===== src/rtl/scale_pkg.sv =====
// Shared types and constants for the scale-down configuration controller.
package scale_pkg;

    localparam int K_FRAC_BITS = 8;
    localparam int K_W         = 16;
    localparam int DIM_W       = 12;
    localparam logic [K_W-1:0] K_SAT = 16'hFFFF;

    typedef enum logic [2:0] {
        ST_IDLE  = 3'd0,
        ST_DIV_H = 3'd1,
        ST_DIV_V = 3'd2,
        ST_PEND  = 3'd3,
        ST_APPLY = 3'd4
    } state_e;

    // Elaboration-time Q8.8 factor, used for the reset values of the k outputs.
    function automatic logic [K_W-1:0] k_calc(input int unsigned s, input int unsigned t);
        int unsigned q;
        if (t == 0) return K_SAT;
        q = (s << K_FRAC_BITS) / t;
        if (q > 32'(K_SAT)) return K_SAT;
        return K_W'(q);
    endfunction

endpackage


===== src/rtl/scale_div_seq.sv =====
// Sequential restoring divider: k = floor({dividend, 8'b0} / divisor).
// Start loads the operands, then one quotient bit is produced per cycle.
// done_o pulses for one cycle once all bits are in; k_o is valid while done_o is high.
// Quotients wider than 16 bits, or a zero divisor, saturate to K_SAT.
module scale_div_seq
    import scale_pkg::*;
(
    input  logic             clk_i,
    input  logic             rst_ni,
    input  logic             start_i,
    input  logic [DIM_W-1:0] dividend_i,
    input  logic [DIM_W-1:0] divisor_i,
    output logic             done_o,
    output logic [K_W-1:0]   k_o
);

    localparam int NUM_W = DIM_W + K_FRAC_BITS;
    localparam logic [4:0] ITERS = 5'(NUM_W);

    logic [NUM_W-1:0] quo_q;
    logic [DIM_W-1:0] rem_q;
    logic [DIM_W-1:0] divisor_q;
    logic [4:0]       cnt_q;
    logic             done_q;

    logic [DIM_W:0]   rem_sh;
    logic [DIM_W-1:0] rem_sub;
    logic             ge;

    // Trial subtraction for the current quotient bit.
    // NOTE: always_comb uses blocking assignments and always_ff uses non-blocking; mixing them
    // in clocked logic creates order-dependent simulation that need not match the netlist.
    always_comb begin
        rem_sh  = {rem_q, quo_q[NUM_W-1]};
        ge      = (rem_sh >= {1'b0, divisor_q});
        // When ge holds the true difference is below the divisor, so the low bits are exact.
        rem_sub = rem_sh[DIM_W-1:0] - divisor_q;
    end

    // Load on start, then shift one quotient bit in per cycle until the counter drains.
    always_ff @(posedge clk_i or negedge rst_ni) begin
        if (!rst_ni) begin
            quo_q     <= '0;
            rem_q     <= '0;
            divisor_q <= '0;
            cnt_q     <= '0;
            done_q    <= 1'b0;
        end else if (start_i) begin
            quo_q     <= {dividend_i, K_FRAC_BITS'(0)};
            rem_q     <= '0;
            divisor_q <= divisor_i;
            cnt_q     <= ITERS;
            done_q    <= 1'b0;
        end else if (cnt_q != 5'd0) begin
            quo_q  <= {quo_q[NUM_W-2:0], ge};
            rem_q  <= ge ? rem_sub : rem_sh[DIM_W-1:0];
            cnt_q  <= cnt_q - 5'd1;
            done_q <= (cnt_q == 5'd1);
        end else begin
            done_q <= 1'b0;
        end
    end

    assign done_o = done_q;
    assign k_o    = ((divisor_q == '0) || (|quo_q[NUM_W-1:K_W])) ? K_SAT : quo_q[K_W-1:0];

endmodule


===== src/rtl/scale_cfg_ctrl.sv =====
// Frame-synchronous configuration controller for the scale-down path.
// A host request is captured, both Q8.8 factors are computed on one shared divider
// (horizontal then vertical, 42 cycles from accept to PEND), and all six values are
// applied to the scaler together on the first synchronised frame start seen in PEND.
// Optional macro SCALE_CFG_CHECK_EN: reject zero or upscaling targets and flag cfg_err.
module scale_cfg_ctrl
    import scale_pkg::*;
#(
    parameter int DEF_SW = 1920,
    parameter int DEF_SH = 1080,
    parameter int DEF_TW = 1280,
    parameter int DEF_TH = 720,
    parameter bit VS_POL = 1'b1
) (
    input  logic             sram_clk,
    input  logic             sys_rst_n,
    input  logic             vs,
    input  logic             cfg_valid,
    output logic             cfg_ready,
    input  logic [DIM_W-1:0] cfg_sw,
    input  logic [DIM_W-1:0] cfg_sh,
    input  logic [DIM_W-1:0] cfg_tw,
    input  logic [DIM_W-1:0] cfg_th,
    output logic [DIM_W-1:0] s_width,
    output logic [DIM_W-1:0] s_height,
    output logic [DIM_W-1:0] t_width,
    output logic [DIM_W-1:0] t_height,
    output logic [K_W-1:0]   h_scale_k,
    output logic [K_W-1:0]   v_scale_k,
    output logic             cfg_busy,
    output logic             cfg_applied,
    output logic             cfg_err
);

    localparam logic [DIM_W-1:0] RST_SW = DIM_W'(DEF_SW);
    localparam logic [DIM_W-1:0] RST_SH = DIM_W'(DEF_SH);
    localparam logic [DIM_W-1:0] RST_TW = DIM_W'(DEF_TW);
    localparam logic [DIM_W-1:0] RST_TH = DIM_W'(DEF_TH);
    localparam logic [K_W-1:0]   RST_HK = k_calc(DEF_SW, DEF_TW);
    localparam logic [K_W-1:0]   RST_VK = k_calc(DEF_SH, DEF_TH);

    state_e state_q, state_d;

    logic             vs_s1, vs_s2, vs_s3;
    logic             fs_edge;
    logic             req_bad;
    logic             div_start, div_done;
    logic [DIM_W-1:0] div_a, div_b;
    logic [K_W-1:0]   div_k;

    logic [DIM_W-1:0] pend_sw_q, pend_sh_q, pend_tw_q, pend_th_q;
    logic [K_W-1:0]   pend_hk_q, pend_vk_q;
    logic [DIM_W-1:0] s_width_q, s_height_q, t_width_q, t_height_q;
    logic [K_W-1:0]   h_k_q, v_k_q;

    // Synchronise vs; the third flop holds the previous synchronised level for edge detection.
    always_ff @(posedge sram_clk or negedge sys_rst_n) begin
        if (!sys_rst_n) begin
            {vs_s3, vs_s2, vs_s1} <= {3{~VS_POL}};
        end else begin
            {vs_s3, vs_s2, vs_s1} <= {vs_s2, vs_s1, vs};
        end
    end

    assign fs_edge = (vs_s2 == VS_POL) && (vs_s3 != VS_POL);

`ifdef SCALE_CFG_CHECK_EN
    logic err_q;

    assign req_bad = (cfg_tw == '0) || (cfg_th == '0) || (cfg_tw > cfg_sw) || (cfg_th > cfg_sh);

    // Sticky error: updated only by a transfer, set on a rejected one and cleared by a good one.
    always_ff @(posedge sram_clk or negedge sys_rst_n) begin
        if (!sys_rst_n) begin
            err_q <= 1'b0;
        end else if (cfg_ready && cfg_valid) begin
            err_q <= req_bad;
        end
    end

    assign cfg_err = err_q;
`else
    assign req_bad = 1'b0;
    assign cfg_err = 1'b0;
`endif

    // FSM state register.
    always_ff @(posedge sram_clk or negedge sys_rst_n) begin
        if (!sys_rst_n) begin
            state_q <= ST_IDLE;
        end else begin
            state_q <= state_d;
        end
    end

    // Next state and divider control; the H divide starts on the accept edge straight from the
    // request inputs, the V divide starts on the H done cycle from the pending registers.
    // NOTE: every signal gets a default before the case so no path leaves it unassigned,
    // which would otherwise infer a latch.
    always_comb begin
        state_d   = state_q;
        div_start = 1'b0;
        div_a     = cfg_sw;
        div_b     = cfg_tw;
        unique case (state_q)
            ST_IDLE: begin
                if (cfg_valid && !req_bad) begin
                    div_start = 1'b1;
                    state_d   = ST_DIV_H;
                end
            end
            ST_DIV_H: begin
                div_a = pend_sh_q;
                div_b = pend_th_q;
                if (div_done) begin
                    div_start = 1'b1;
                    state_d   = ST_DIV_V;
                end
            end
            ST_DIV_V: begin
                if (div_done) state_d = ST_PEND;
            end
            ST_PEND: begin
                if (fs_edge) state_d = ST_APPLY;
            end
            ST_APPLY: begin
                state_d = ST_IDLE;
            end
            default: state_d = ST_IDLE;
        endcase
    end

    scale_div_seq u_div (
        .clk_i      (sram_clk),
        .rst_ni     (sys_rst_n),
        .start_i    (div_start),
        .dividend_i (div_a),
        .divisor_i  (div_b),
        .done_o     (div_done),
        .k_o        (div_k)
    );

    // Pending request and computed factors; a request is only captured from IDLE.
    always_ff @(posedge sram_clk or negedge sys_rst_n) begin
        if (!sys_rst_n) begin
            pend_sw_q <= '0;
            pend_sh_q <= '0;
            pend_tw_q <= '0;
            pend_th_q <= '0;
            pend_hk_q <= '0;
            pend_vk_q <= '0;
        end else begin
            if (state_q == ST_IDLE && cfg_valid && !req_bad) begin
                pend_sw_q <= cfg_sw;
                pend_sh_q <= cfg_sh;
                pend_tw_q <= cfg_tw;
                pend_th_q <= cfg_th;
            end
            if (state_q == ST_DIV_H && div_done) pend_hk_q <= div_k;
            if (state_q == ST_DIV_V && div_done) pend_vk_q <= div_k;
        end
    end

    // Active outputs: all six change together on the edge into APPLY, otherwise only on reset.
    always_ff @(posedge sram_clk or negedge sys_rst_n) begin
        if (!sys_rst_n) begin
            s_width_q  <= RST_SW;
            s_height_q <= RST_SH;
            t_width_q  <= RST_TW;
            t_height_q <= RST_TH;
            h_k_q      <= RST_HK;
            v_k_q      <= RST_VK;
        end else if (state_q == ST_PEND && fs_edge) begin
            s_width_q  <= pend_sw_q;
            s_height_q <= pend_sh_q;
            t_width_q  <= pend_tw_q;
            t_height_q <= pend_th_q;
            h_k_q      <= pend_hk_q;
            v_k_q      <= pend_vk_q;
        end
    end

    assign s_width     = s_width_q;
    assign s_height    = s_height_q;
    assign t_width     = t_width_q;
    assign t_height    = t_height_q;
    assign h_scale_k   = h_k_q;
    assign v_scale_k   = v_k_q;
    assign cfg_ready   = (state_q == ST_IDLE);
    assign cfg_busy    = (state_q == ST_DIV_H) || (state_q == ST_DIV_V) || (state_q == ST_PEND);
    assign cfg_applied = (state_q == ST_APPLY);

endmodule

===== config.mk =====
export PLATFORM = sky130hd
export DESIGN_NAME = scale_cfg_ctrl
export DESIGN_NICKNAME = d
export VERILOG_FILES = /design/src/rtl/scale_pkg.sv /design/src/rtl/scale_div_seq.sv /design/src/rtl/scale_cfg_ctrl.sv
export SDC_FILE = /design/constraint.sdc
export NUM_CORES = 1
export LEC_CHECK = 0
export BUFFER_PORTS_ARGS = -buffer_cell sky130_fd_sc_hd__buf_2
export CORE_MARGIN = 2
export CORE_UTILIZATION = 26
export CTS_CLUSTER_DIAMETER = 40
export DETAILED_ROUTE_END_ITERATION = 12
export SLEW_MARGIN = 10
export SYNTH_ARGS = -nofsm -noshare
export SYNTH_HDL_FRONTEND = slang
export SYNTH_HIERARCHICAL = 1
export SYNTH_SLANG_ARGS = --single-unit

===== constraint.sdc =====
create_clock -name sram_clk -period 5.9 [get_ports sram_clk]
set_input_delay 0.59 -clock sram_clk [delete_from_list [all_inputs] [get_ports sram_clk]]
set_output_delay 0.59 -clock sram_clk [all_outputs]
set_load 0.01 [all_outputs]

==> impl_results.md <==
- Dominant cell by count in the synthesized netlist: dfrtp_1
- Power density cells: 582 nW/um^2
- Area Overhead vs Synth: 23.3%
- Post-synth top area share: approximately half
- Max cap viols: 0
- Mapped cell area: roughly 9600 um^2
- Max IR drop VDD: ~0.29 mV
- Cell row count: 70
- Status: completed
- Synth Flop Type: dfrtp_1
- Nets@finish: 930
- Leakage: roughly 5.5 nW
- Area leader, netlist: dfrtp_1
- H-tree levels: 1
- CTS Buffer Depth: 3
- Seq pwr share: 35.8%
- Syn Inst Count: about 730
- Final count of hold timing violations: 0
- CTS resizes: 0
- Share of cells above drive strength 1: between 40% and 50%
- Yosys cell types: 56
- Final Setup Violations: 0
- Avg Synthesized Cell Area: 13.3 um^2
- CTS tree: done
- Vias in the first global route: approximately 6000
- Wire length per cell: ~16 um
- DRC: 0
- First-pass GRT wire length: approximately 35000 um
- F_max: approximately 320 MHz
- Final Critical Period: 3.11 ns
- Sw Share: 33.8%
- Drt pass-1 iters: 4
- Worst-margin pin slew: ~0.96 ns
- Area contributors post-synth: dfrtp_1 52%, mux2_2 21%, dfstp_2 4.9%
- Gr ovfl total: 0
- Synth cell count leaders: 198 x dfrtp_1, 179 x mux2_2, 58 x nand2_1, 29 x o21ai_0, 24 x nor2_1
- Die area: ~39000 um^2
- Root Driver: clkbuf_16
- Placeable Area: between 30000 and 40000 um^2
- Setup repair bufs after CTS: 0
- Hold Crit Class: in2async
- Worst-skew pair later-pin latency: ~0.55 ns
- CP Launch Type: flip-flop
- Max Clock Skew: between 0.02 and 0.025 ns
- Drt initial violations: approximately 230
- Total number of vias: between 6000 and 7000
- Antenna violations before repair: 1
- Number of port buffers: 134
- Placed cell area: 10700 um^2
- Total negative slack: 0 ns
- TritonCTS Buffers: 30
- Hpwl dp: ~15000 um
- Synth warn: 6
- Synth async-reset ratio: 100%
- Period utilization: between 50% and 60%
- Initial core utilization: approximately a quarter
- Final Slew Violations: 0
- Critical path type: reg2reg
- Syn_nets: 793
- CP arrival: 3.54 ns
- Worst-path clk slew: ~0.06 ns
- Crit. End Element: flip-flop
- RSZ-0062 raised after global routing: false
- ANT nets after route: 0
- Sequential area share after synthesis: between 50% and 60%
- Placer Congestion: around 0.79
- Comb pwr share: between 30% and 40%
- Total routed wirelength: approximately 22000 um
- P_sw: 2.33 mW
- Yosys reg bits: ~220
- Total GRT Usage: between 10% and 20%
- Slew margin rel.: 36.0%
- Number of vias per cell: ~4.5
- Largest net degree at the start of global routing: between 100 and 150
- Required time of the critical path: between 6 and 7 ns
- IO Pins: approximately 140
- Num Clock Sinks: roughly 220
- Final instance area: around 12000 um^2
- Clock share of power: between 20 and 30%
- Internal power: around 4.6 mW
- Die Span X: about 200 um
- Die height: ~200 um
- Crit-path max FO: 52
- Post-synth EDFFs: 0
- Hold_buf cts: 0
worst paths after layout:
| path | startpoint | to | slack (ns) | depth (start not counted) |
|---|---|---|---|---|
| max reg2reg | state_q[1] | u_div/divisor_q[0] | 2.79 | 6 |
| min reg2reg | vs_s1 | vs_s2 | 0.36 | 0 |
| min in group sram_clk | vs | vs_s1 | 0.15 | 1 |
| max in group asynchronous | sys_rst_n | u_div/divisor_q[7] | 4.46 | 2 |
| min | sys_rst_n | s_width[5] | 0.12 | 1 |
| max | state_q[1] | u_div/divisor_q[0] | 2.79 | 6 |
critical path, stage by stage, from the launching register on:
cell,delay [ns]
dfrtp_1,0.47
nand2b_4,0.19
nor3_4,0.09
buf_4,0.56
or2_2,0.87
buf_4,0.40
mux2_2,0.37
sequential cells by signal, indices dropped and copies added (netlist names), 16 cells and up:
name	cells
h_scale_k	16
u_div/quo_q	20
pend_vk_q	16
v_scale_k	16
pend_hk_q	16
power by group through the flow:
stage / registers [mW] / logic, mW / clock network (mW)
4_1_cts: 2.47 / 2.51 / 2.00
2_1_floorplan: 2.44 / 1.86 / 0
3_3_place_gp: 2.48 / 2.45 / 0
3_5_place_dp: 2.49 / 2.50 / 0
6_report: 2.47 / 2.48 / 1.95
5_1_grt: 2.55 / 2.73 / 2.07
through the flow:
| stage | power (mW) | std cells | setup slack [ns] | hold slack (ns) | util (%) |
|---|---|---|---|---|---|
| floorplan | 4.30 | 725 | 3.79 | 0.294 | - |
| global placement | 4.93 | 1298 | 2.62 | 0.361 | 29.4 |
| detailed placement | 4.99 | 1298 | 2.60 | 0.353 | 29.4 |
| CTS | 6.99 | 1354 | 2.73 | 0.124 | 32.4 |
| global route | 7.36 | 1354 | 2.52 | 0.126 | 32.4 |
| finish | 6.90 | 1355 | 2.79 | 0.125 | 32.4 |
per-layer routing:
layer	vias to the layer above	global-route usage [%]	wire length, um
met5	-	0	0
met2	144	17.5	9820
li1	2848	-	-
met4	0	2.58	409
met1	3056	15.7	10300
met3	31	3.01	1170
layout by cell type (no fill, tap or decap), types with 6 or more instances in the layout:
cell	n
or2_2	19
mux2i_1	13
nand3b_1	6
mux2_2	179
clkbuf_16	31
inv_1	19
mux2_1	7
ha_1	15
a311oi_2	7
nand2_1	58
buf_2	133
dfrtp_1	198
nor2_1	24
o21ai_0	29
dfstp_2	18
buf_4	8
a21oi_1	22
cell type report:
type / count / area [um^2]
Clock inverter: 19 / 279
Antenna cell: 1 / 2.50
Timing Repair Buffer: 142 / 741
Inverter: 19 / 71.3
Fill cell: 3636 / 24700
Sequential cell: 216 / 5430
Multi-Input combinational cell: 453 / 3910
Clock buffer: 37 / 838
Tap cell: 468 / 586
cells by family (layout without fill, tap and decap cells):
| group | after synthesis | in the layout | synth area share (%) |
|---|---|---|---|
| compound gates | 88 | 88 | 6.65 |
| xor+xnor | 8 | 8 | 0.729 |
| fa+ha+maj | 16 | 16 | 2.16 |
| buf+inv | 56 | 217 | 3.01 |
| flops | 216 | 216 | 56.5 |
| mux | 199 | 199 | 23.1 |
| other cells | 1 | 2 | 0.0390 |
| simple gates | 141 | 141 | 7.79 |
Power figures use the tool's default switching activity.
